File: config.mk
export PLATFORM = sky130hd
export DESIGN_NAME = mips_multicycle_control
export DESIGN_NICKNAME = d
export VERILOG_FILES = /design/src/rtl/mips_multicycle_control.sv
export SDC_FILE = /design/constraint.sdc
export NUM_CORES = 1
export LEC_CHECK = 0
export CORE_MARGIN = 2
export CORE_UTILIZATION = 40
export CTS_BUF_LIST = sky130_fd_sc_hd__clkbuf_2
export CTS_CLUSTER_DIAMETER = 120
export DETAILED_ROUTE_END_ITERATION = 8
export PLACE_DENSITY = 0.69
export SETUP_SLACK_MARGIN = 0.1
export SLEW_MARGIN = 0
export SYNTH_ARGS = -nofsm -noshare
export SYNTH_HDL_FRONTEND = slang
export SYNTH_SLANG_ARGS = --single-unit
File: constraint.sdc
create_clock -name clk -period 2.2 [get_ports clk]
set_input_delay 0.33 -clock clk [delete_from_list [all_inputs] [get_ports clk]]
set_output_delay 0.33 -clock clk [all_outputs]
set_load 0.005 [all_outputs]
File: src/rtl/mips_multicycle_control.sv
// mips_multicycle_control
//   Control FSM for a multicycle MIPS datapath. It steps each instruction
//   through FETCH/DECODE/EXECUTE/MEM/WB, drives the datapath mux selects and
//   write enables, performs the memory handshake, and decodes the ALU
//   function from Opcode/Funct.
// Parameters
//   USE_MEM_READY  1: FETCH/MEMRD/MEMWR wait for MemReady; 0: memory always ready
//   CNT_W          width of the retired-instruction counter
// Ports
//   clk, reset            rising-edge clock, asynchronous active-high reset
//   Opcode, Funct         instruction fields (IR[31:26], IR[5:0])
//   Zero                  ALU zero flag, used in BRANCH for PCEn
//   MemReady              memory finishes the current access this cycle
//   IorD, MemWrite        memory address select and write strobe
//   IRWrite               instruction register load
//   RegDst, MemtoReg      register file write address / data selects
//   RegWrite              register file write enable
//   ALUSrcA, ALUSrcB      ALU operand selects
//   ALUControl            010 add, 110 sub, 000 and, 001 or, 111 slt
//   PCSrc, PCEn           next-PC select and PC load enable
//   IllegalOp             sticky flag: unsupported Opcode/Funct decoded
//   InstrCount            retired-instruction count (wraps)
module mips_multicycle_control #(
  parameter bit USE_MEM_READY = 1'b1,
  parameter int CNT_W         = 32
) (
  input  logic             clk,
  input  logic             reset,
  input  logic [5:0]       Opcode,
  input  logic [5:0]       Funct,
  input  logic             Zero,
  input  logic             MemReady,
  output logic             IorD,
  output logic             MemWrite,
  output logic             IRWrite,
  output logic             RegDst,
  output logic             MemtoReg,
  output logic             RegWrite,
  output logic             ALUSrcA,
  output logic [1:0]       ALUSrcB,
  output logic [2:0]       ALUControl,
  output logic [1:0]       PCSrc,
  output logic             PCEn,
  output logic             IllegalOp,
  output logic [CNT_W-1:0] InstrCount
);

  localparam logic [5:0] OP_R    = 6'b000000;
  localparam logic [5:0] OP_LW   = 6'b100011;
  localparam logic [5:0] OP_SW   = 6'b101011;
  localparam logic [5:0] OP_BEQ  = 6'b000100;
  localparam logic [5:0] OP_ADDI = 6'b001000;
  localparam logic [5:0] OP_J    = 6'b000010;

  typedef enum logic [3:0] {
    FETCH, DECODE, MEMADR, MEMRD, MEMWB, MEMWR,
    EXECUTE, ALUWB, ADDIEXEC, ADDIWB, BRANCH, JUMP
  } state_t;

  state_t           state_reg, state_next;
  logic             illegal_reg;
  logic [CNT_W-1:0] count_reg;
  logic             mem_ready;
  logic             illegal_set;
  logic             retire;
  logic             funct_ok;
  logic [2:0]       funct_alu;

  assign mem_ready  = USE_MEM_READY ? MemReady : 1'b1;
  assign IllegalOp  = illegal_reg;
  assign InstrCount = count_reg;

  // R-type function decode; funct_ok flags the supported subset.
  always_comb begin
    funct_ok  = 1'b1;
    funct_alu = 3'b010;
    case (Funct)
      6'b100000: funct_alu = 3'b010;
      6'b100010: funct_alu = 3'b110;
      6'b100100: funct_alu = 3'b000;
      6'b100101: funct_alu = 3'b001;
      6'b101010: funct_alu = 3'b111;
      default:   funct_ok  = 1'b0;
    endcase
  end

  always_ff @(posedge clk or posedge reset) begin
    if (reset) begin
      state_reg   <= FETCH;
      illegal_reg <= 1'b0;
      count_reg   <= '0;
    end else begin
      state_reg <= state_next;
      if (illegal_set) illegal_reg <= 1'b1;
      if (retire)      count_reg   <= count_reg + CNT_W'(1);
    end
  end

  always_comb begin
    state_next  = state_reg;
    illegal_set = 1'b0;
    retire      = 1'b0;
    IorD        = 1'b0;
    MemWrite    = 1'b0;
    IRWrite     = 1'b0;
    RegDst      = 1'b0;
    MemtoReg    = 1'b0;
    RegWrite    = 1'b0;
    ALUSrcA     = 1'b0;
    ALUSrcB     = 2'b00;
    ALUControl  = 3'b010;
    PCSrc       = 2'b00;
    PCEn        = 1'b0;
    case (state_reg)
      FETCH: begin
        ALUSrcB = 2'b01;
        IRWrite = mem_ready;
        PCEn    = mem_ready;
        if (mem_ready) state_next = DECODE;
      end
      DECODE: begin
        // Branch target is computed here so BRANCH can take it from ALUOut.
        ALUSrcB = 2'b11;
        case (Opcode)
          OP_LW, OP_SW: state_next = MEMADR;
          OP_BEQ:       state_next = BRANCH;
          OP_ADDI:      state_next = ADDIEXEC;
          OP_J:         state_next = JUMP;
          OP_R: begin
            if (funct_ok) state_next = EXECUTE;
            else begin
              illegal_set = 1'b1;
              state_next  = FETCH;
            end
          end
          default: begin
            illegal_set = 1'b1;
            state_next  = FETCH;
          end
        endcase
      end
      MEMADR: begin
        ALUSrcA    = 1'b1;
        ALUSrcB    = 2'b10;
        state_next = (Opcode == OP_SW) ? MEMWR : MEMRD;
      end
      MEMRD: begin
        IorD = 1'b1;
        if (mem_ready) state_next = MEMWB;
      end
      MEMWB: begin
        MemtoReg   = 1'b1;
        RegWrite   = 1'b1;
        retire     = 1'b1;
        state_next = FETCH;
      end
      MEMWR: begin
        IorD     = 1'b1;
        MemWrite = 1'b1;
        if (mem_ready) begin
          retire     = 1'b1;
          state_next = FETCH;
        end
      end
      EXECUTE: begin
        ALUSrcA    = 1'b1;
        ALUControl = funct_alu;
        state_next = ALUWB;
      end
      ALUWB: begin
        RegDst     = 1'b1;
        RegWrite   = 1'b1;
        retire     = 1'b1;
        state_next = FETCH;
      end
      ADDIEXEC: begin
        ALUSrcA    = 1'b1;
        ALUSrcB    = 2'b10;
        state_next = ADDIWB;
      end
      ADDIWB: begin
        RegWrite   = 1'b1;
        retire     = 1'b1;
        state_next = FETCH;
      end
      BRANCH: begin
        ALUSrcA    = 1'b1;
        ALUControl = 3'b110;
        PCSrc      = 2'b01;
        PCEn       = Zero;
        retire     = 1'b1;
        state_next = FETCH;
      end
      JUMP: begin
        PCSrc      = 2'b10;
        PCEn       = 1'b1;
        retire     = 1'b1;
        state_next = FETCH;
      end
      default: state_next = FETCH;
    endcase
    // Enables must be quiet for the whole reset pulse, including the cycle
    // the state register is forced back to FETCH (whose IRWrite/PCEn follow
    // MemReady).
    if (reset) begin
      MemWrite = 1'b0;
      IRWrite  = 1'b0;
      RegWrite = 1'b0;
      PCEn     = 1'b0;
    end
  end

endmodule

==> reports/metrics.cfg <==
[logic_synthesis]
synthCells=238
synthTopCellsByCount=dfrtp_1 (37), nor2_1 (28), xor2_1 (20)
synth_top_cell_by_area=dfrtp_1
synthesis.area_um2=2200
yosysWarningCount=0
synth_area_leaders=dfrtp_1 (42%), xor2_1 (8.0%), xnor2_1 (5.2%)
ys_async_sr_fraction=1.00
synth_edf_count=0
synth_top_flop_cell=dfrtp_1
synth.most_common_cell=dfrtp_1
synth_cell_types=49
yosysSeqAreaShare=0.420
avgSynthCellArea_um2=9.25
netlist.area_leader.share=0.420
synth-seq-cells=37
synth_fp_nets=255

[floorplanning]
die_h_um=78.2
io_pins=64
num_rows=27
start_util=0.407
die_x_um=78.2
core_um2=5410
die-area_um2=6110

[timing]
slew_headroom=0.681
skew_ns=0.0255
fin_crit_sh=0.969
period_minus_slack_ns=2.13
rsz0062_at_grt=true
fmax_ghz=0.469
hold_viol_final=0
setup_viol=0
worstMarginPinSlew_ns=0.475
finalMaxSlewViolations=0

[final_layout]
area_growth_pct=51.2
diodes=0
instances_no_fill=406
largest_register_ffs=32
drive_gt1_frac=0.237
fillers=453
final_util=0.616
fin_nets=350

[worst_setup_path]
required_ns=1.87
critical_path.startpoint=state_reg[0]
startpoint_type=flop
crit_fanout=3
r2r_end=InstrCount[9]
crit_type=flop to output port
reg2reg_from=state_reg[1]
reg2reg_setup_slack_ns=0.17
reg2regPathDepth=8
crit_path_end_kind=output port
cp.arrival_ns=1.80

[place]
place_congestion=0.818
dp_hpwl_um=3680
dp_cells=378
io_buffers=63

[global_routing]
grtUsageTotal=0.182
grt_max_degree=38
grt_overflow=0
grt_pass1_wl_um=9020
grt_pass1_vias=1983
antenna_found_initial=0

[min_path]
hp-class=flop to flop
hold_end=InstrCount[31]
holdPathStages=1
holdCritStartpoint=InstrCount[31]

[power]
power.switching_uw=513
power.internal_uw=1100
pwr-share-comb=0.329
ir_drop_mv=0.392
p_clk_frac=0.188
power.density_nw_per_um2=483
seqPwrFrac=0.483
totalPowerFinal_uw=1610
p_leak_uw=0.00150
p_sw_frac=0.319

[clock_network]
cts.clk_slew.worst_paths_ns=0.20
cts_buffer_depth=2
cts.htree.levels=2
clk_latency_ns=0.40
holdBufCountCts=0
clock-sinks=37
cts_buffers=5
cts-root-buf=clkbuf_2
cts_tree=built

[drt]
drt-met1-wl_um=2580
ant_nets=0
first_iter_violations=37
post_drt_wl_per_cell_um=13.3
via_per_inst=5.17
num_vias=2099
route.top_layer_used=met4
drcViolationCount=0
drt-total-wl_um=5390
wl_met3_um=214
drtPass1Iterations=6
wl_met2_um=2520

[status]
status=completed

[job]
max_cap_violations=0

==> worst max-delay path, stage by stage (launching register included) <==
cell,delay [ns]
dfrtp_1,0.44
buf_4,0.15
or4b_4,0.52
nand3b_1,0.16
buf_2,0.13
==> how the worst max path moves through the flow <==
stage	cells past startpoint	to
floorplan	4	ALUControl[1]
global placement	5	ALUControl[2]
detailed placement	5	ALUControl[2]
CTS	4	ALUControl[1]
global route	7	RegWrite
finish	4	ALUControl[1]
==> layout by cell type (no fill, tap or decap), types with 2 or more instances in the layout <==
cell,n
a21oi_1,5
o21ai_0,7
nor3_1,9
and3_4,2
o22ai_1,3
nor2b_1,3
nor4b_1,2
buf_6,7
nor3_2,3
nor4_4,3
dlygate4sd2_1,8
nor2b_2,2
and3_1,4
o2111ai_1,2
a31oi_1,2
inv_1,8
nand2b_1,5
nor4_2,5
buf_12,2
dfrtp_1,37
o31a_1,2
clkinv_1,2
or3_4,2
nand4_1,7
nor2b_4,2
buf_2,6
buf_4,25
clkbuf_2,5
nand2_1,17
and2_1,3
clkdlybuf4s50_1,48
xnor2_1,13
nand3_1,7
xor2_1,20
nor2_1,26
==> per-layer routing <==
layer | vias up | track usage
met5 | - | 0
met4 | 0 | 0.0509
met3 | 7 | 0.0437
met2 | 57 | 0.297
met1 | 997 | 0.242
li1 | 1038 | -
==> metrics by stage <==
stage / setup TNS (ns) / cell area [µm²] / worst slack [ns] / hold slack (ns)
5_1_grt: -0.0531 / 3330 / -0.0531 / 0.516
4_1_cts: 0 / 3210 / 0.0681 / 0.483
3_5_place_dp: -1.02 / 3000 / -0.365 / 0.444
6_report: 0 / 3330 / 0.0687 / 0.475
2_1_floorplan: 0 / 2200 / 0.372 / 0.425
3_3_place_gp: -0.908 / 3000 / -0.328 / 0.448
==> power by group through the flow <==
stage                     combinational (µW)  sequential (µW)  clock (µW)
after detailed placement                 414              790           0
after global routing                     575              787         341
after global placement                   412              791           0
final                                    530              778         302
after CTS                                506              778         306
after floorplan                          205              783           0
==> cell families (layout without fill, tap and decap cells) <==
family / Yosys count / after routing / share of synthesized area
xor gates and xnor gates: 33 / 33 / 0.131
and+or+nand+nor: 114 / 114 / 0.291
adders and majority gates: 1 / 1 / 0.00568
buffers and inverters: 19 / 115 / 0.0369
AOI/OAI and AO/OA: 33 / 33 / 0.109
DFF: 37 / 37 / 0.420
muxes: 1 / 1 / 0.00511
==> what timing repair did <==
| action | CTS | global route |
|---|---|---|
| gates resized for setup | 57 | 16 |
| buffers inserted | 15 | 5 |
| endpoints found under the setup margin | 13 | 26 |
| pin swaps | 7 | 4 |
==> layout make-up <==
class / instances / area [µm²] / area share
clock buffers: 5 / 25.0 / 0.00751
clock inverters: 3 / 12.5 / 0.00376
inverters: 9 / 33.8 / 0.0101
multi-input cells: 182 / 1330 / 0.399
flip-flops and latches: 37 / 926 / 0.278
well taps: 72 / 90.1 / 0.0270
repair buffers: 98 / 915 / 0.275
Power figures use the tool's default switching activity.
